File: src/rtl/writeback_unit.sv
// Writeback stage: arbitrates load/ALU results onto one register-file write port,
// with ALU anti-starvation. Optional pending-destination scoreboard under WB_SCOREBOARD_EN.
module writeback_unit (
  input  logic        clk,
  input  logic        rst,
  input  logic        ld_valid,
  input  logic [4:0]  ld_rd,
  input  logic [31:0] ld_data,
  output logic        ld_ready,
  input  logic        alu_valid,
  input  logic [4:0]  alu_rd,
  input  logic [31:0] alu_data,
  output logic        alu_ready,
  output logic [4:0]  a3,
  output logic [31:0] wd,
  output logic        wen,
  input  logic        iss_valid,
  input  logic [4:0]  iss_rd,
  input  logic [4:0]  q1,
  input  logic [4:0]  q2,
  output logic        busy1,
  output logic        busy2
);

  logic [1:0]  starve_q, starve_d;
  logic [4:0]  a3_q, a3_d;
  logic [31:0] wd_q, wd_d;
  logic        wen_q, wen_d;
  logic        alu_pri;

  // ALU overrides the default load priority once it has waited three cycles.
  assign alu_pri = alu_valid && (starve_q == 2'd3);

  always_comb begin
    ld_ready  = 1'b0;
    alu_ready = 1'b0;
    if (!rst) begin
      if (alu_valid && (alu_pri || !ld_valid)) alu_ready = 1'b1;
      else if (ld_valid)                       ld_ready  = 1'b1;
    end
  end

  always_comb begin
    starve_d = starve_q;
    if (!alu_valid || alu_ready) starve_d = 2'd0;
    else if (starve_q != 2'd3)   starve_d = starve_q + 2'd1;
  end

  always_comb begin
    a3_d  = a3_q;
    wd_d  = wd_q;
    wen_d = 1'b0;
    if (ld_ready) begin
      a3_d  = ld_rd;
      wd_d  = ld_data;
      wen_d = (ld_rd != 5'd0);
    end else if (alu_ready) begin
      a3_d  = alu_rd;
      wd_d  = alu_data;
      wen_d = (alu_rd != 5'd0);
    end
  end

  always_ff @(posedge clk) begin
    if (rst) begin
      starve_q <= 2'd0;
      a3_q     <= 5'd0;
      wd_q     <= 32'd0;
      wen_q    <= 1'b0;
    end else begin
      starve_q <= starve_d;
      a3_q     <= a3_d;
      wd_q     <= wd_d;
      wen_q    <= wen_d;
    end
  end

  // A result accepted just before reset must never reach the register file.
  assign a3  = a3_q;
  assign wd  = wd_q;
  assign wen = wen_q & ~rst;

`ifdef WB_SCOREBOARD_EN
  logic [31:0] pending_q, pending_d;

  // Set is applied after clear so a newly issued producer wins over a retiring one.
  always_comb begin
    pending_d = pending_q;
    if (wen)                           pending_d[a3_q]   = 1'b0;
    if (iss_valid && iss_rd != 5'd0)   pending_d[iss_rd] = 1'b1;
  end

  always_ff @(posedge clk) begin
    if (rst) pending_q <= 32'd0;
    else     pending_q <= pending_d;
  end

  assign busy1 = (q1 != 5'd0) && pending_q[q1];
  assign busy2 = (q2 != 5'd0) && pending_q[q2];
`else
  logic unused_sb;
  assign unused_sb = ^{iss_valid, iss_rd, q1, q2};
  assign busy1 = 1'b0;
  assign busy2 = 1'b0;
`endif

endmodule

File: config.mk
export PLATFORM = sky130hd
export DESIGN_NAME = writeback_unit
export DESIGN_NICKNAME = d
export VERILOG_FILES = /design/src/rtl/writeback_unit.sv
export SDC_FILE = /design/constraint.sdc
export NUM_CORES = 1
export LEC_CHECK = 0
export ABC_AREA = 1
export BUFFER_PORTS_ARGS = -buffer_cell sky130_fd_sc_hd__buf_2
export CAP_MARGIN = 20
export CORE_UTILIZATION = 30
export DETAILED_ROUTE_END_ITERATION = 8
export GPL_TIMING_DRIVEN = 0
export SKIP_LAST_GASP = 1
export SLEW_MARGIN = 15
export SYNTH_ARGS = -nofsm -noshare
export SYNTH_HDL_FRONTEND = slang
export SYNTH_SLANG_ARGS = --single-unit
File: constraint.sdc
create_clock -name clk -period 3.2 [get_ports clk]
set_input_delay 0.32 -clock clk [delete_from_list [all_inputs] [get_ports clk]]
set_output_delay 0.32 -clock clk [all_outputs]
set_load 0.01 [all_outputs]
==> impl_metrics.json <==
{
  "nNetsFinal": 575,
  "post-cts-setup-buffers": 0,
  "synth_seq_cells": 40,
  "sw_frac_of_total_pct": 29.7,
  "start_kind": "register",
  "clkPwrFrac_pct": 27.0,
  "timing.setup.tns_ps": 0,
  "maxSlewHeadroom_pct": 65.8,
  "p_int_mw": 0.815,
  "synth-xor-area-share_pct": 0,
  "maxCapViolCount": 0,
  "p_seq_share_pct": 47.9,
  "core.rowCount": 31,
  "drc": 0,
  "h-tree-depth": 2,
  "wl_microns": 6650,
  "required_ps": 2880,
  "numCtsBuffers": 5,
  "crit_arrival_ps": 1490,
  "hold_viol_final": 0,
  "grt_first_pass_wirelength_microns": 9920,
  "grt_max_degree": 12,
  "clock-root-buffer": "clkbuf_8",
  "slew_viol_final": 0,
  "design_power_total_mw": 1.16,
  "fp.dieH_microns": 89.5,
  "synth.yosys.seq_area_share_pct": 34.8,
  "mostFrequentLayoutCells": "buf_2, nand2_1, inv_1, dfxtp_1, nand3_1",
  "io_pins": 136,
  "synth_top_family_by_area": "simple AND/OR/NAND/NOR gates",
  "rsz0062_at_grt": "false",
  "yosys_warnings": 0,
  "cts-resized-gates": 0,
  "hold_class": "in -> reg",
  "antenna_found_initial": 0,
  "drtAntennaViolNets": 0,
  "syn-mean-instance-area_sq_um": 6.47,
  "cts_buffer_depth": 2,
  "cp-end-kind": "output port",
  "cp_max_fo": 10,
  "drive_gt1_share_pct": 31.5,
  "hpwl_microns": 4890,
  "numPortBuffers": 117,
  "ys_types": 20,
  "syn-instance-count": 355,
  "fin_crit_sh_pct": 56.4,
  "avgRoutedWirePerCell_microns": 11.5,
  "worst_pin_slew_ps": 513,
  "initialDrtViolationCount": 59,
  "leakagePower_nw": 1.80,
  "die-area_sq_um": 8020,
  "yosys-mux-area-fraction_pct": 0.435,
  "finalSetupViolations": 0,
  "area_growth_pct": 34.4,
  "synthSimpleGateAreaFrac_pct": 33.2,
  "vias_per_cell": 4.36,
  "die_w_microns": 89.5,
  "via_count": 2525,
  "gp_congestion": 0.712,
  "start_util_pct": 31.4,
  "clkTransAtPathRegs_ps": 70,
  "syn_area_sq_um": 2300,
  "grt-ovfl-total": 0,
  "cts_sinks": 40,
  "n_antenna_cell": 0,
  "run_status": "finished clean",
  "cts_tree": "yes",
  "switchingPower_mw": 0.344,
  "coreArea_sq_um": 7330,
  "period_minus_slack_ps": 1810,
  "clk_latency_ps": 280,
  "comb_power_share_pct": 25.1,
  "powerDensity_nw_per_um2": 375,
  "critPathKind": "reg -> out",
  "fmaxAchievable_ghz": 0.554,
  "synth_fa_ha_area_share_pct": 0.544,
  "drt-pass1-iter-count": 4,
  "first_global_vias": 2134,
  "synth-compound-area-share_pct": 8.87,
  "grtUsageTotal_pct": 16.4,
  "final_common_cell": "buf_2",
  "ctsHoldBuffers": 0,
  "skew_ps": 6.01,
  "ir_drop_mv": 0.123
}
==> power by group through the flow <==
stage / sequential (mW) / combinational, mW / clock [mW]
after detailed placement: 0.567 / 0.292 / 0
after global routing: 0.559 / 0.332 / 0.351
after floorplan: 0.584 / 0.151 / 0
final: 0.555 / 0.291 / 0.313
after global placement: 0.567 / 0.289 / 0
after CTS: 0.555 / 0.293 / 0.333
==> routing by layer <==
| layer | wire length [microns] | vias up | GRT usage [%] |
|---|---|---|---|
| li1 | - | 1363 | - |
| met4 | 42 | 0 | 4.33 |
| met3 | 440 | 4 | 3.60 |
| met1 | 3130 | 1080 | 22.0 |
| met2 | 3030 | 78 | 26.6 |
| met5 | 0 | - | 0 |
==> cells in the mapped netlist <==
cell type | count | share of area (%)
conb_1 | 1 | 0.16
ha_1 | 1 | 0.54
inv_2 | 3 | 0.49
o21ai_0 | 1 | 0.22
nand3_2 | 1 | 0.44
nor2_1 | 9 | 1.5
o21ai_1 | 1 | 0.22
nand3_1 | 38 | 8.3
buf_1 | 2 | 0.33
o21ai_2 | 1 | 0.38
buf_2 | 5 | 1.1
a21oi_1 | 37 | 8.1
mux2i_1 | 1 | 0.44
buf_6 | 7 | 3.4
inv_1 | 76 | 12
buf_4 | 11 | 3.6
clkbuf_1 | 4 | 0.65
nand2_1 | 79 | 13
nand4_1 | 37 | 10
dfxtp_1 | 40 | 35
==> path summary, 6_finish.rpt <==
kind / startpoint / endpoint / slack [ps] / cells after the start
worst min-delay path: ld_rd[3] / wen_q / 270 / 3
worst max register to register: starve_q[0] / wd[18] / 1820 / 8
worst min register to register: starve_q[0] / starve_q[0] / 420 / 1
worst max-delay path: starve_q[0] / ld_ready / 1390 / 7
==> registers in the layout, indices dropped and copies added, names as in the netlist <==
signal and count:
wd 32, a3 5, starve_q 2, wen_q 1
==> kinds of logic (layout without fill, tap and decap cells) <==
group | count (synthesis) | in the layout
other | 1 | 2
adder cells (fa/ha/maj) | 1 | 1
buffers and inverters | 108 | 232
AO/OA/AOI/OAI | 40 | 40
AND/OR/NAND/NOR | 164 | 164
multiplexers | 1 | 1
flip-flops | 40 | 40
==> critical path: stages, from the launching register on <==
cell	delay, ps
dfxtp_1	320
ha_1	230
nand2_1	110
nand3_2	80
buf_6	160
buf_6	140
inv_2	50
buf_2	120
==> through the flow <==
stage          hold WS (ps)  area (sq um)  utilization [%]  cells  setup WS (ps)
3_5_place_dp            416          3010             41.1    572           1710
2_1_floorplan           398          2300                -    356           1880
4_1_cts                 259          3090             42.1    579           1370
5_1_grt                 275          3090             42.1    579           1280
6_report                270          3090             42.1    579           1390
3_3_place_gp            408          3010             41.1    572           1720
==> final cells by class <==
class	count	area, sq um
flip-flops and latches	40	801
well taps	99	124
clock buffers	6	72.6
multi-input cells	208	996
repair buffers	117	586
fillers	799	4240
plain buffers	29	209
inverters	79	297
clock inverters	1	5.00
Note: power is estimated with default switching activity, not from simulation.
